### src/rtl/rs_pkg.sv
// Shared types for the RS-to-FU issue tracker: FU slot states,
// tag type and the index-width helper.
package rs_pkg;

    localparam int TAG_W = 6;

    typedef logic [TAG_W-1:0] tag_t;

    typedef enum logic [1:0] {
        FU_IDLE,
        FU_BUSY,
        FU_DONE
    } fu_state_t;

    function automatic int idx_width(input int n);
        return (n <= 1) ? 1 : $clog2(n);
    endfunction

endpackage

### src/rtl/fu_slot_fsm.sv
// One functional-unit slot: IDLE/BUSY/DONE FSM, latency counter and
// latched tag / source-RS index.
module fu_slot_fsm
    import rs_pkg::*;
#(
    parameter int FU_LATENCY   = 3,
    parameter int TAG_WIDTH    = 6,
    parameter int RS_IDX_WIDTH = 2
) (
    input  logic                    clk,
    input  logic                    rst,
    input  logic                    start_i,
    input  logic [RS_IDX_WIDTH-1:0] rs_idx_i,
    input  logic [TAG_WIDTH-1:0]    tag_i,
    input  logic                    grant_i,
    output fu_state_t               state_o,
    output logic                    start_o,
    output logic [RS_IDX_WIDTH-1:0] rs_idx_o,
    output logic [TAG_WIDTH-1:0]    tag_o
);

    localparam int CNT_W = 4;

    fu_state_t               state_q, state_d;
    logic [CNT_W-1:0]        cnt_q, cnt_d;
    logic [RS_IDX_WIDTH-1:0] rs_idx_q, rs_idx_d;
    logic [TAG_WIDTH-1:0]    tag_q, tag_d;
    logic                    start_q, start_d;

    always_comb begin
        state_d  = state_q;
        cnt_d    = cnt_q;
        rs_idx_d = rs_idx_q;
        tag_d    = tag_q;
        start_d  = 1'b0;
        unique case (state_q)
            FU_IDLE: begin
                if (start_i) begin
                    state_d  = FU_BUSY;
                    cnt_d    = CNT_W'(FU_LATENCY - 1);
                    rs_idx_d = rs_idx_i;
                    tag_d    = tag_i;
                    start_d  = 1'b1;
                end
            end
            FU_BUSY: begin
                if (cnt_q == '0) begin
                    state_d = FU_DONE;
                end else begin
                    cnt_d = cnt_q - CNT_W'(1);
                end
            end
            FU_DONE: begin
                if (grant_i) begin
                    state_d = FU_IDLE;
                end
            end
            default: state_d = FU_IDLE;
        endcase
    end

    always_ff @(posedge clk) begin
        if (!rst) begin
            state_q  <= FU_IDLE;
            cnt_q    <= '0;
            rs_idx_q <= '0;
            tag_q    <= '0;
            start_q  <= 1'b0;
        end else begin
            state_q  <= state_d;
            cnt_q    <= cnt_d;
            rs_idx_q <= rs_idx_d;
            tag_q    <= tag_d;
            start_q  <= start_d;
        end
    end

    assign state_o  = state_q;
    assign start_o  = start_q;
    assign rs_idx_o = rs_idx_q;
    assign tag_o    = tag_q;

endmodule

### src/rtl/rs_fu_issue_tracker.sv
// Latches scheduler dispatches into FU slots, tracks execute latency
// and arbitrates finished FUs onto the CDB, lowest index first.
module rs_fu_issue_tracker
    import rs_pkg::*;
#(
    parameter int NUM_OF_RS    = 4,
    parameter int NUM_OF_FU    = 2,
    parameter int FU_LATENCY   = 3,
    parameter int TAG_WIDTH    = 6,
    parameter int FU_IDX_WIDTH = idx_width(NUM_OF_FU),
    parameter int RS_IDX_WIDTH = idx_width(NUM_OF_RS)
) (
    input  logic                    clk,
    input  logic                    rst,
    input  logic [NUM_OF_RS-1:0]    rs_dispatch_en,
    input  logic [FU_IDX_WIDTH-1:0] rs_fu_assign [NUM_OF_RS],
    input  logic [TAG_WIDTH-1:0]    rs_tag       [NUM_OF_RS],
    output logic [NUM_OF_FU-1:0]    fu_available,
    output logic [NUM_OF_FU-1:0]    fu_start,
    output logic [RS_IDX_WIDTH-1:0] fu_rs_idx    [NUM_OF_FU],
    output logic [TAG_WIDTH-1:0]    fu_tag       [NUM_OF_FU],
    output logic                    cdb_valid,
    output logic [TAG_WIDTH-1:0]    cdb_tag,
    output logic [FU_IDX_WIDTH-1:0] cdb_fu_idx,
    input  logic                    cdb_ready,
    output logic                    dispatch_err
);

    fu_state_t               fu_state [NUM_OF_FU];
    logic [NUM_OF_FU-1:0]    hit;
    logic [NUM_OF_FU-1:0]    slot_start;
    logic [NUM_OF_FU-1:0]    grant;
    logic [RS_IDX_WIDTH-1:0] sel_rs  [NUM_OF_FU];
    logic [TAG_WIDTH-1:0]    sel_tag [NUM_OF_FU];
    logic                    dispatch_err_q, dispatch_err_d;

    // Lowest RS wins each FU; every dropped or illegal request is sticky-flagged.
    always_comb begin
        dispatch_err_d = dispatch_err_q;
        hit            = '0;
        slot_start     = '0;
        for (int f = 0; f < NUM_OF_FU; f++) begin
            sel_rs[f]  = '0;
            sel_tag[f] = '0;
        end
        for (int r = 0; r < NUM_OF_RS; r++) begin
            if (rs_dispatch_en[r]) begin
                if (32'(rs_fu_assign[r]) >= NUM_OF_FU) begin
                    dispatch_err_d = 1'b1;
                end
                for (int f = 0; f < NUM_OF_FU; f++) begin
                    if (rs_fu_assign[r] == FU_IDX_WIDTH'(f)) begin
                        if (hit[f]) begin
                            dispatch_err_d = 1'b1;
                        end else begin
                            hit[f]     = 1'b1;
                            sel_rs[f]  = RS_IDX_WIDTH'(r);
                            sel_tag[f] = rs_tag[r];
                        end
                    end
                end
            end
        end
        for (int f = 0; f < NUM_OF_FU; f++) begin
            if (hit[f]) begin
                if (fu_state[f] == FU_IDLE) begin
                    slot_start[f] = 1'b1;
                end else begin
                    dispatch_err_d = 1'b1;
                end
            end
        end
    end

    // Descending scan so the lowest DONE index is the one left selected.
    always_comb begin
        cdb_valid  = 1'b0;
        cdb_tag    = '0;
        cdb_fu_idx = '0;
        for (int f = NUM_OF_FU - 1; f >= 0; f--) begin
            if (fu_state[f] == FU_DONE) begin
                cdb_valid  = 1'b1;
                cdb_tag    = fu_tag[f];
                cdb_fu_idx = FU_IDX_WIDTH'(f);
            end
        end
    end

    always_comb begin
        for (int f = 0; f < NUM_OF_FU; f++) begin
            grant[f] = cdb_valid && cdb_ready &&
                       (cdb_fu_idx == FU_IDX_WIDTH'(f));
            fu_available[f] = (fu_state[f] == FU_IDLE);
        end
    end

    for (genvar g = 0; g < NUM_OF_FU; g++) begin : g_slot
        fu_slot_fsm #(
            .FU_LATENCY   (FU_LATENCY),
            .TAG_WIDTH    (TAG_WIDTH),
            .RS_IDX_WIDTH (RS_IDX_WIDTH)
        ) u_slot (
            .clk      (clk),
            .rst      (rst),
            .start_i  (slot_start[g]),
            .rs_idx_i (sel_rs[g]),
            .tag_i    (sel_tag[g]),
            .grant_i  (grant[g]),
            .state_o  (fu_state[g]),
            .start_o  (fu_start[g]),
            .rs_idx_o (fu_rs_idx[g]),
            .tag_o    (fu_tag[g])
        );
    end

    always_ff @(posedge clk) begin
        if (!rst) begin
            dispatch_err_q <= 1'b0;
        end else begin
            dispatch_err_q <= dispatch_err_d;
        end
    end

    assign dispatch_err = dispatch_err_q;

endmodule

### config.mk
export PLATFORM = sky130hd
export DESIGN_NAME = rs_fu_issue_tracker
export DESIGN_NICKNAME = d
export VERILOG_FILES = /design/src/rtl/rs_pkg.sv /design/src/rtl/fu_slot_fsm.sv /design/src/rtl/rs_fu_issue_tracker.sv
export SDC_FILE = /design/constraint.sdc
export NUM_CORES = 1
export LEC_CHECK = 0
export CORE_ASPECT_RATIO = 0.8
export CORE_MARGIN = 3
export CORE_UTILIZATION = 41
export DETAILED_ROUTE_END_ITERATION = 8
export PLACE_DENSITY = 0.73
export REMOVE_ABC_BUFFERS = 1
export SYNTH_ARGS = -nofsm -noshare
export SYNTH_HDL_FRONTEND = slang
export SYNTH_SLANG_ARGS = --single-unit
### constraint.sdc
create_clock -name clk -period 2 [get_ports clk]
set_input_delay 0.4 -clock clk [delete_from_list [all_inputs] [get_ports clk]]
set_output_delay 0.4 -clock clk [all_outputs]
set_load 0.1 [all_outputs]
==> impl_summary.log, run 1 <==
INFO  metric die_area = 0.00553 mm^2
INFO  metric syn_inst = 246
INFO  metric std_cell_rows = 21
INFO  metric synthTopCellsByArea = dfxtp_1 (32%), a21oi_1 (7.3%), nand2_1 (5.9%)
INFO  metric synth-simple-area-share = 0.260
INFO  metric synth-edff-count = 0
INFO  metric buffer_ports.inserted = 63
INFO  metric fp.dieH = 67.1 um
INFO  metric synth.cells.most_frequent = dfxtp_1 (31), nand2_1 (30), a21oi_1 (28)
INFO  metric routed_wirelength = around 6500 um
INFO  metric placed_cells_incl_taps = 387
INFO  metric cts_hold_buf = 0
INFO  metric synth-compound-area-share = 0.284
INFO  metric path_max_fanout = 7
INFO  metric tritoncts_num_sinks = 31
INFO  metric initial_utilization = 0.442
INFO  metric worstSetupPathType = in -> reg
INFO  metric globalRouteOverflowTotal = 0
INFO  metric mappedNetlistArea = 0.00192 mm^2
INFO  metric yosys.area.top_type = dfxtp_1
INFO  metric finish.instance_area = about 0.0030 mm^2
INFO  metric ir_worst_vdd = 1.13 mV
INFO  metric regToRegEndpoint = g_slot[1].u_slot.cnt_q[3]
INFO  metric timing.max_cap.violations = 0
INFO  metric r2r.worst_path.cells = 7
INFO  metric maxSlewHeadroom = 0.656
INFO  metric synth_fa_ha_area_frac = 0.0196
INFO  metric power_density_over_cell_area = 1200 mW/mm^2
INFO  metric ctsLongestPathBuffers = 2
INFO  metric drt_iter0_markers = 180
INFO  metric number_of_endpoints_with_negative_hold_slack_in_the_final_report = 0
INFO  metric layout_worst_path_cycle_share = 0.962
INFO  metric post-synth-top-count-cell = dfxtp_1
INFO  metric cts_inserted_buffers = 5
INFO  metric antenna_violations_before_repair = 0
INFO  metric synthesis.yosys.warnings = 0
INFO  metric detailed_place_hpwl = 4930 um
INFO  metric dpl-instance-area = 0.00289 mm^2
INFO  metric clock_latency_at_the_later_pin_of_the_worst_skew_pair = approximately 280 ps
INFO  metric critical_path.endpoint = dispatch_err
INFO  metric top_level_ports = 64
INFO  metric layout.filler_cells = 395
INFO  metric fin_total_pwr = 3.64 mW
INFO  metric grt_pass1_vias = 2,032
INFO  metric power.static_leakage = 1.31 nW
INFO  metric slew_viol_final = 0
INFO  metric rsz0062_at_grt = yes
INFO  metric critPathCaptureType = flop
INFO  metric dominantRegCellSynth = dfxtp_1
INFO  metric outcome = finished clean
INFO  metric vias = ~2,200
INFO  metric finalWorstPathRequiredPeriod = 1920 ps
INFO  metric root_buffer = clkbuf_8
INFO  metric worst-r2r-setup-slack = 400 ps
INFO  metric max_freq = 519 MHz
INFO  metric place.gp.congestion = 0.864
INFO  metric post-route-drc-count = 0
INFO  metric grt_pass1_wl = just over 10,000 um
INFO  metric detail-route-antenna-nets = 0
INFO  metric design.final.nets = 377
INFO  metric floorplan.die.width = 82.4 um
INFO  metric detail_route.wl_per_cell = 16.3 um
INFO  metric synth_sequential_area_ratio = 0.324
INFO  metric setup_viol = 0
INFO  metric grt_max_degree = 16
INFO  metric synthArstFlopShare = 0
INFO  metric insertedDiodeCount = 0
INFO  metric timing.rr.start = g_slot[1].u_slot.cnt_q[0]
INFO  metric grt_usage = 0.241
INFO  metric tightest_slew = 515 ps
INFO  metric netlist.area_leader.share = 0.324
INFO  metric htree_levels = 2
INFO  metric critPathLaunchType = input port
INFO  metric avgViaCountPerCell = 5.58
INFO  metric mean_syn_cell_area = 7.79 um^2
INFO  metric tritoncts = yes
INFO  metric worst_clock_skew = 5.60 ps
INFO  metric clock_pin_transition_on_the_worst_setup_and_hold_timing_paths = 70 ps
INFO  metric critical_path_required = 2170 ps
INFO  metric critPathArrivalTime = 2090 ps
INFO  metric muxShareOfSynthArea = 0.00588
INFO  metric stdcell_count = 396
INFO  metric detailed_routing_iterations_pass_1 = 5
INFO  metric ys_ff_latch = 31
INFO  metric layout-area-overhead-vs-synth = 58.3%
INFO  metric crit_start = rs_dispatch_en[0]
INFO  metric core-area = 0.00434 mm^2
INFO  metric synthXorXnorAreaFrac = 0.0229
INFO  metric post_route_cells_drive_above_1_share = 0.271
INFO  metric synth.distinct_cells = 47
INFO  metric main_combinational_cell_family_by_area_after_synthesis = compound AO/OA/AOI/OAI gates
INFO  metric min_path_type = reg -> reg
## cell families (layout without fill, tap and decap cells)
logic type	after synthesis	in the layout
fa+ha+maj	3	3
flops	31	31
mux	1	1
buf+inv	32	125
xor+xnor	5	5
compound gates	77	77
simple gates	97	97
## routing by layer
layer	vias to the layer above	part of all wire	wire, um	global-route usage
li1	1073	-	-	-
met1	1022	0.45	2920	0.336
met2	105	0.45	2880	0.370
met3	10	0.090	578	0.0573
met4	0	0.011	74	0.0664
met5	-	0	0	0
## per-stage QoR
step	hold WS (ps)	setup slack (ps)	TNS [ps]	util
after detailed placement	473	-259	-3810	0.667
after global routing	518	-13.3	-38.9	0.699
after CTS	491	30.8	0	0.687
final	494	75.0	0	0.699
after floorplan	479	-1500	-21410	-
after global placement	465	-174	-2660	0.667
## worst max-delay path: stages
cell and delay [ps]:
clkdlybuf4s50_1 410, nor2b_1 170, or4_4 600, o21ai_2 80
o2111ai_1 120, o31a_1 310
## report_power, final
part | internal (mW) | switching, mW | total, mW
registers | 0.774 | 0.128 | 0.902
clock network | 0.270 | 0.233 | 0.503
logic | 0.831 | 1.40 | 2.23
## worst min path at each step
| stage | slack (ps) | startpoint | end | cells past startpoint |
|---|---|---|---|---|
| global route | 520 | g_slot[1].u_slot.cnt_q[1] | g_slot[1].u_slot.cnt_q[1] | 2 |
| detailed placement | 470 | g_slot[0].u_slot.rs_idx_o[1] | g_slot[0].u_slot.rs_idx_o[1] | 2 |
| floorplan | 480 | g_slot[1].u_slot.cnt_q[1] | g_slot[1].u_slot.cnt_q[1] | 2 |
| global placement | 470 | g_slot[0].u_slot.rs_idx_o[1] | g_slot[0].u_slot.rs_idx_o[1] | 2 |
| finish | 490 | g_slot[0].u_slot.rs_idx_o[1] | g_slot[0].u_slot.rs_idx_o[1] | 2 |
| CTS | 490 | g_slot[0].u_slot.rs_idx_o[1] | g_slot[0].u_slot.rs_idx_o[1] | 2 |
## final cells by class
| type | count | area [um^2] | area share |
|---|---|---|---|
| flip-flops and latches | 31 | 623 | 0.206 |
| inverters | 11 | 41.3 | 0.0136 |
| multi-input cells | 183 | 1170 | 0.385 |
| repair buffers | 107 | 1040 | 0.344 |
| clock buffers | 6 | 82.6 | 0.0272 |
| well taps | 57 | 71.3 | 0.0235 |
| clock inverters | 1 | 5.00 | 0.00165 |
## flip-flops by register name, summed over array words and instances (netlist names)
signal and count:
dispatch_err 1, g_slot.u_slot.cnt_q 8, g_slot.u_slot.rs_idx_o 4, g_slot.u_slot.tag_o 12
g_slot.u_slot.start_o 2, g_slot.u_slot.state_o 4
## cell usage in the layout, fill, tap and decap left out, drive strengths merged, types with 4 or more instances in the layout
cell type / instances
buf: 73
clkdlybuf4s50: 34
dfxtp: 31
nand2: 30
a21oi: 28
nand3: 15
nor2: 14
inv: 11
o21ai: 10
and2: 8
a22o: 7
or3: 6
a221o: 6
a32o: 6
clkbuf: 6
nor2b: 6
o221ai: 5
nand2b: 4
## what timing repair did
| action | 4_1_cts | 5_1_grt |
|---|---|---|
| buffers inserted | 0 | 2 |
| setup endpoints to repair | 0 | 15 |
| resized for setup | 0 | 9 |
(Power assumes the default switching activity.)
==> run 2, diff against run 1 <==
Settings changed: CORE_UTILIZATION 41 to 40, PLACE_DENSITY 0.73 to 0.71.
==> impl_summary.log, run 2 (same netlist as run 1, synthesis figures left out) <==
INFO  metric register_cell_area_after_layout = 624 um^2 (+0.20%)
INFO  metric fin_total_pwr = 3.57 mW (-2.0%)
INFO  metric detailed_place_hpwl = 4730 um (-4.1%)
INFO  metric layout.filler_cells = 382 (-3.3%)
INFO  metric root_buffer = clkbuf_8
INFO  metric timing.max_cap.violations = 0 (unchanged)
INFO  metric grt_pass1_vias = 2,032 (unchanged)
INFO  metric finalWorstPathRequiredPeriod = 1920 ps (-7.94 ps)
INFO  metric setup_viol = 0 (unchanged)
INFO  metric maxSlewHeadroom = 0.706 (+0.0502)
INFO  metric buffer_ports.inserted = 63 (unchanged)
INFO  metric globalRouteOverflowTotal = 0 (unchanged)
INFO  metric critPathLaunchType = input port
INFO  metric die_area = 0.00566 mm^2 (+2.3%)
INFO  metric finish.instance_area = 0.00299 mm^2 (-1.3%)
INFO  metric post-route-drc-count = 0 (unchanged)
INFO  metric detailed_routing_iterations_pass_1 = 5 (unchanged)
INFO  metric drt_iter0_markers = 213 (+18%)
INFO  metric initial_utilization = 0.437 (-0.00529)
INFO  metric std_cell_rows = 21 (unchanged)
INFO  metric slew_viol_final = 0 (unchanged)
INFO  metric final_common_cell = buf_4
INFO  metric worstSetupPathType = in -> reg
INFO  metric critPathArrivalTime = 2100 ps (about the same)
INFO  metric outcome = finished clean
INFO  metric detail-route-antenna-nets = 0 (unchanged)
INFO  metric worst_clock_skew = 1.26 ps (-4.34 ps)
INFO  metric final_util = 0.682 (-0.0172)
INFO  metric path_max_fanout = 7 (unchanged)
INFO  metric critPathCaptureType = flop
INFO  metric detail_route.wl_per_cell = 15.7 um (-3.7%)
INFO  metric antenna_violations_before_repair = 0 (unchanged)
INFO  metric tightest_slew = 440 ps (-75.2 ps)
INFO  metric multi_input_gate_area_in_the_final_layout = 0.00115 mm^2 (-1.5%)
INFO  metric floorplan.die.width = 83.4 um (+1.2%)
INFO  metric largest_register_ff_count = 12 (unchanged)
INFO  metric htree_levels = 2 (unchanged)
INFO  metric grt_usage = 0.223 (-0.0173)
INFO  metric clock_pin_transition_on_the_worst_setup_and_hold_timing_paths = 60 ps (about the same)
INFO  metric post-place-ws = -246 ps (+13.2 ps)
INFO  metric design.final.nets = 375 (-0.53%)
INFO  metric grt_max_degree = 14 (-2)
INFO  metric layout.cells.most_common_list = buf_4 (59), clkdlybuf4s50_1 (32), nand2_1 (30)
INFO  metric insertedDiodeCount = 0 (unchanged)
INFO  metric cts_hold_buf = 0 (unchanged)
INFO  metric tritoncts = yes
INFO  metric ir_worst_vdd = 1.04 mV (-7.7%)
INFO  metric min_path_type = reg -> reg
INFO  metric vias = 2,200 (-0.45%)
INFO  metric power.static_leakage = 1.30 nW (-0.50%)
INFO  metric layout_worst_path_cycle_share = 0.959 (-0.00397)
INFO  metric avgViaCountPerCell = 5.58 (about the same)
INFO  metric fp.dieH = 67.9 um (+1.1%)
INFO  metric layout_setup_ws = 83.0 ps (+7.94 ps)
INFO  metric dpl-instance-area = 0.00288 mm^2 (-0.43%)
INFO  metric core-area = 0.00439 mm^2 (+1.2%)
INFO  metric clock_latency_at_the_later_pin_of_the_worst_skew_pair = 290 ps (about the same)
INFO  metric tritoncts_num_sinks = 31 (unchanged)
INFO  metric routed_wirelength = 6190 um (-4.1%)
INFO  metric cts_inserted_buffers = 5 (unchanged)
INFO  metric power_density_over_cell_area = 1190 mW/mm^2 (-0.71%)
INFO  metric critical_path_required = 2180 ps (about the same)
INFO  metric ctsLongestPathBuffers = 2 (unchanged)
INFO  metric place.gp.congestion = 0.858 (-0.76%)
INFO  metric number_of_endpoints_with_negative_hold_slack_in_the_final_report = 0 (unchanged)
INFO  metric layout-area-overhead-vs-synth = 56.2%
INFO  metric grt_pass1_wl = 9960 um (-1.8%)
INFO  metric top_level_ports = 64 (unchanged)
INFO  metric post_route_cells_drive_above_1_share = 0.264 (-0.00729)
INFO  metric max_freq = 522 MHz (+0.41%)
[run 2: changes by cell type in the layout (fill, tap and decap cells not counted)]
cell             previous run  this run
buf_4                      60        59
dlymetal6s2s_1              0         2
a22o_1                      5         7
nor2b_2                     0         1
dfxtp_2                     2         3
dfxtp_1                    29        28
clkdlybuf4s50_1            34        32
nor2b_1                     5         4
nand2_1                    29        30
a22o_4                      2         0
nand2_2                     1         0
buf_12                     12        11
[run 2: where the power goes]
part / total (mW) / switching, mW / internal (mW)
clock network: 0.502 / 0.233 / 0.269
registers: 0.909 / 0.134 / 0.775
logic: 2.15 / 1.36 / 0.790
[run 2: repair_timing]
action	CTS	global route
buffers inserted	0	0
resized for setup	0	10
endpoints found under the setup margin	0	16
[run 2: through the flow]
stage / TNS [ps] / hold slack [ps] / std cells
floorplan: -21410 / 479 / 225
global placement: -3010 / 454 / 387
detailed placement: -3540 / 472 / 387
CTS: 0 / 489 / 394
global route: -11.2 / 524 / 394
finish: 0 / 482 / 394
[run 2: worst max-delay path, cell delays in order]
cell and delay [ps]:
clkdlybuf4s50_1 510, nor2b_1 110, or4_4 560, o21ai_2 90, o2111ai_1 120, o31a_1 300
[run 2: path summary, 6_finish.rpt]
kind	cells after the start	end	from	slack, ps
max	6	dispatch_err	rs_fu_assign[3]	80
min	2	g_slot[0].u_slot.rs_idx_o[1]	g_slot[0].u_slot.rs_idx_o[1]	480
max reg2reg	7	g_slot[1].u_slot.cnt_q[3]	g_slot[1].u_slot.cnt_q[0]	350
min reg2reg	2	g_slot[0].u_slot.rs_idx_o[1]	g_slot[0].u_slot.rs_idx_o[1]	480
[run 2: cell type report]
class                           instances  area share
Clock buffer                            6      0.0276
Multi-Input combinational cell        183       0.384
Inverter                               11      0.0138
Timing Repair Buffer                  105       0.341
Tap cell                               57      0.0238
Clock inverter                          1     0.00167
Sequential cell                        31       0.209
[run 2: metal layers]
metal	up-vias	routed length (um)	share of wire	global-route usage
met5	-	0	0	0
met4	0	75	0.012	0.0735
met3	11	501	0.081	0.0602
met2	91	2630	0.43	0.341
met1	1023	2980	0.48	0.308
li1	1075	-	-	-
